$ cat config.mk
export PLATFORM = sky130hd
export DESIGN_NAME = regfile
export DESIGN_NICKNAME = d
export VERILOG_FILES = /design/src/rtl/regfile_pkg.sv /design/src/rtl/regfile.sv
export SDC_FILE = /design/constraint.sdc
export NUM_CORES = 2
export LEC_CHECK = 0
export ABC_AREA = 1
export ABC_CLOCK_PERIOD_IN_PS = 1900
export CAP_MARGIN = 25
export CORE_MARGIN = 1.5
export CORE_UTILIZATION = 50
export CTS_CLUSTER_DIAMETER = 100
export DETAILED_ROUTE_END_ITERATION = 10
export PLACE_DENSITY = 0.66
export SYNTH_ARGS = -nofsm -noshare
export SYNTH_HDL_FRONTEND = slang
export SYNTH_SLANG_ARGS = --single-unit
$ cat constraint.sdc
create_clock -name clk -period 1.9 [get_ports clk]
set_clock_uncertainty 0.15 [all_clocks]
set_input_delay 0.19 -clock clk [delete_from_list [all_inputs] [get_ports clk]]
set_output_delay 0.19 -clock clk [all_outputs]
set_load 0.05 [all_outputs]
$ cat src/rtl/regfile_pkg.sv
// regfile_pkg: shared core constants and types for the integer register file
// Contents: XLEN / REG_ADDR_W widths, xlen_t / reg_addr_t typedefs, ZERO_REG address
package regfile_pkg;
    localparam int XLEN       = 32;
    localparam int REG_ADDR_W = 5;
    typedef logic [REG_ADDR_W-1:0] reg_addr_t;
    typedef logic [XLEN-1:0]       xlen_t;
    localparam reg_addr_t ZERO_REG = 5'd0;
endpackage

$ cat src/rtl/regfile.sv
// regfile: 2**ADDR_W x DATA_W register file, two combinational reads, one synchronous write, x0 = 0
// Ports: clk, rst_n (async, active low, clears all), we3/a3/wd3 write port,
//        a1 -> rd1 and a2 -> rd2 combinational read ports (no write bypass)
module regfile
    import regfile_pkg::*;
#(
    parameter int DATA_W = XLEN,
    parameter int ADDR_W = REG_ADDR_W
) (
    input  logic              clk,
    input  logic              rst_n,
    input  logic              we3,
    input  logic [ADDR_W-1:0] a1,
    input  logic [ADDR_W-1:0] a2,
    input  logic [ADDR_W-1:0] a3,
    input  logic [DATA_W-1:0] wd3,
    output logic [DATA_W-1:0] rd1,
    output logic [DATA_W-1:0] rd2
);
    logic [DATA_W-1:0] regs [2**ADDR_W];

    always_ff @(posedge clk or negedge rst_n)
        if (!rst_n)
            for (int i = 0; i < 2**ADDR_W; i++) regs[i] <= '0;
        else if (we3 && a3 != '0)
            regs[a3] <= wd3;

    // x0 masked on read so entry 0 never matters
    assign rd1 = (a1 == '0) ? '0 : regs[a1];
    assign rd2 = (a2 == '0) ? '0 : regs[a2];
endmodule

==> impl_metrics.toml <==
[setup_path]
cp_common_cell = "nand2_1"
path_cells = "nand2_1 > nand3_1 > nand2_1 > nand2_1 > nand2_2 > nor2_4 > nor2_2 > nor2_4 > buf_6"
crit_type = "reg2out"
crit_path_end_kind = "output pin"
cp.required_ns = 1.56
path_buf_inv = 1
slowest_stage = "dfrtp_1"
start_kind = "register"
worstPathArrival_ns = 2.08
critPathMaxStageDelay_ns = 0.39
path_delay_family = "simple AND/OR/NAND/NOR gates"
cp_max_fo = 3

[synthesis]
synthMuxAreaShare_pct = 0
seq_area_frac_synth_pct = 45.0
synth-async-reset-ratio_pct = 100
yosys.area.top_type = "dfrtp_1"
avgSynthCellArea_um2 = 6.85
mappedNetlistArea_mm2 = 0.0570
synthAdderAreaFrac_pct = 0
synth_top_family_by_area = "simple AND/OR/NAND/NOR gates"
synth.most_common_cell = "nand2_1"
synthCells = 8327
synthSimpleGateAreaFrac_pct = 37.8
ys_ff_latch = 1024
synthesis.nets = 8377
synth_ff_type = "dfrtp_1"
synth_cell_types = 29
yosys_warnings = 0
yosys-top-cells-count = "nand2_1 (2,979), nand3_1 (1,371), dfrtp_1 (1,024)"
synth-compound-area-share_pct = 11.0
synth_edf_count = 0
synth_xor_area_share_pct = 0
synth_top_area_share_pct = 45.0
synth.area.top_cells = "dfrtp_1 (45%), nand2_1 (20%), nand3_1 (12%), a21oi_1 (5.5%), nor2_1 (5.4%)"

[floorplanning]
dieArea_mm2 = 0.116
rows = 123
start_util_pct = 50.5
die_height_um = 341
chipWidth_um = 341
io-pin-count = 114
core_area_mm2 = 0.113

[sta]
final.min_clock_period_ns = 2.42
tightest_slew_ns = 1.03
hold_ws_ns = -0.00164
max_freq_mhz = 414
slew_headroom_pct = 31.5
hold_violations = 2
setup-violations-final = 64
finalMaxSlewViolations = 0
period_share_pct = 127
fin_ws_ns = -0.518
rsz0062_at_grt = "yes"

[grt]
grt-ovfl-total = 0
antenna_found_initial = 0
grt_max_degree = 105
track_usage_pct = 38.2
grt_pass1_wl_um = 343000
grt_pass1_vias = 57300

[place]
place_congestion = 0.916
port_buffers = 113
dp_slack_ns = -0.406
dp_cells = 9771
postPlaceCellArea_mm2 = 0.0653
dp_hpwl_um = 143000

[layout]
multi_input_area_mm2 = 0.0298
reg_top3 = "regs (1024)"
areaGrowthSynthToFinish_pct = 25.9
nFillCells = 9843
regArea_mm2 = 0.0256
top_register = "regs"
fin_area_mm2 = 0.0718
antenna_cells = 0
finalNetCount = 8575
stdcell_count = 10100
utilization_pct = 63.6
largest_register_ffs = 1024
drive_above_1_share_pct = 17.0

[route]
dr.pass1.iters = 9
detail_route.vias_per_cell = 6.04
wl_per_cell_um = 22.3
drc = 0
wl_um = 225000
vias = 61100
drt_iter0_drc = 8388
drtAntennaViolNets = 0

[outcome]
status = "finished with violations"
violations = "hold timing, setup timing"

[clock_network]
cts_made_buffers = 114
cts.sinks = 1024
clockBufferDepth = 3
htreeDepth = 3
cts_root_buffer = "clkbuf_16"
cts_tree = "done"
clk_pin_slew_worst_paths_ns = 0.06
insertion_delay_ns = 0.73

[power_and_ir_drop]
powerDensity_mw_per_mm2 = 991
peakVddDrop_v = 0.000921
power.leakage_nw = 33.7

[worst_hold_path]
min_path_type = "in2reg"

[flow_run]
maxCapViolations = 0
## through the flow
step | TNS (ns) | total power [mW] | hold slack, ns
6_report | -27.29 | 71.2 | -0.00164
2_1_floorplan | -0.0286 | 40.3 | -0.256
3_5_place_dp | -258.82 | 46.3 | -0.0718
5_1_grt | -32.62 | 74.7 | 0.0497
4_1_cts | -27.41 | 70.0 | 0.00721
3_3_place_gp | -227.03 | 45.7 | -0.0681
## placed cells by master (no fill, tap or decap), types with 4 or more instances in the layout
| master | netlist | routed |
|---|---|---|
| nand3_1 | 1371 | 1247 |
| nand2_4 | 3 | 15 |
| buf_12 | 0 | 282 |
| nand2_1 | 2979 | 2862 |
| nor2_2 | 1 | 77 |
| buf_4 | 36 | 459 |
| clkbuf_1 | 504 | 31 |
| nor3_1 | 5 | 5 |
| clkinv_2 | 0 | 21 |
| nor2_8 | 5 | 5 |
| a21oi_1 | 627 | 603 |
| nor2_1 | 814 | 655 |
| o21ai_1 | 26 | 90 |
| dfrtp_1 | 1024 | 1022 |
| inv_1 | 101 | 84 |
| bufinv_16 | 0 | 10 |
| buf_6 | 3 | 7 |
| a21oi_2 | 16 | 39 |
| inv_6 | 1 | 4 |
| nor2_4 | 9 | 92 |
| nand2_2 | 6 | 111 |
| inv_8 | 0 | 4 |
| inv_2 | 8 | 18 |
| dlygate4sd3_1 | 0 | 14 |
| o21ai_0 | 547 | 482 |
| clkinvlp_4 | 0 | 4 |
| o211ai_1 | 16 | 16 |
| clkbuf_16 | 0 | 116 |
| clkbuf_8 | 0 | 22 |
| clkdlybuf4s50_1 | 0 | 38 |
| nand3_2 | 5 | 119 |
| buf_8 | 0 | 36 |
| nand3_4 | 0 | 10 |
## routing by layer
metal / vias to the layer above / GRT usage, % / wire, um
li1: 27500 / - / -
met5: - / 0 / 0
met2: 3802 / 57.3 / 98600
met1: 29100 / 53.1 / 90100
met3: 749 / 7.35 / 24900
met4: 0 / 18.3 / 11500
## power breakdown
group	total, mW	leakage (nW)	internal, mW	switching, mW
combinational	17.8	19.1	7.58	10.3
clock	23.0	1.88	13.4	9.59
sequential	30.4	12.7	26.4	3.91
## cell families (layout without fill, tap and decap cells)
family,Yosys count,count (layout)
flops,1024,1024
buf+inv,868,1158
compound gates,1232,1232
simple gates,5203,5203
## worst reg2reg max path: stages (launching register included)
cell	delay, ns
dfrtp_1	0.41
buf_4	0.14
buf_4	0.12
nor2_1	0.10
a21oi_1	0.05
## worst paths after layout
path                                        start                endpoint  slack (ns)  cells past startpoint
setup reg to reg            regs[588]$_DFFE_PN0P_   regs[588]$_DFFE_PN0P_        0.80                      4
hold / removal                            wd3[29]   regs[733]$_DFFE_PN0P_      -0.002                      3
setup / recovery            regs[576]$_DFFE_PN0P_                  rd2[0]       -0.52                      9
min in group asynchronous                   rst_n   regs[906]$_DFFE_PN0P_        0.04                      3
hold reg to reg            regs[1005]$_DFFE_PN0P_  regs[1005]$_DFFE_PN0P_        0.25                      0
max in group asynchronous                   rst_n   regs[590]$_DFFE_PN0P_        0.39                      3
## repair_timing
| item | CTS | global route |
|---|---|---|
| hold buffers | 14 | 0 |
| resized for setup | 284 | 247 |
| setup endpoints to repair | 64 | 64 |
| hold endpoints to repair | 1041 | 0 |
| buffers inserted | 43 | 82 |
| pin swaps | 349 | 322 |
## area by class of cell
cell class	instances	area share, %
clock buffers	169	4.63
inverters	112	0.655
flip-flops and latches	1024	35.7
repair buffers	838	14.3
well taps	1500	2.61
multi-input cells	6435	41.4
clock inverters	39	0.697
No activity file was read; power rests on OpenSTA's default activity.
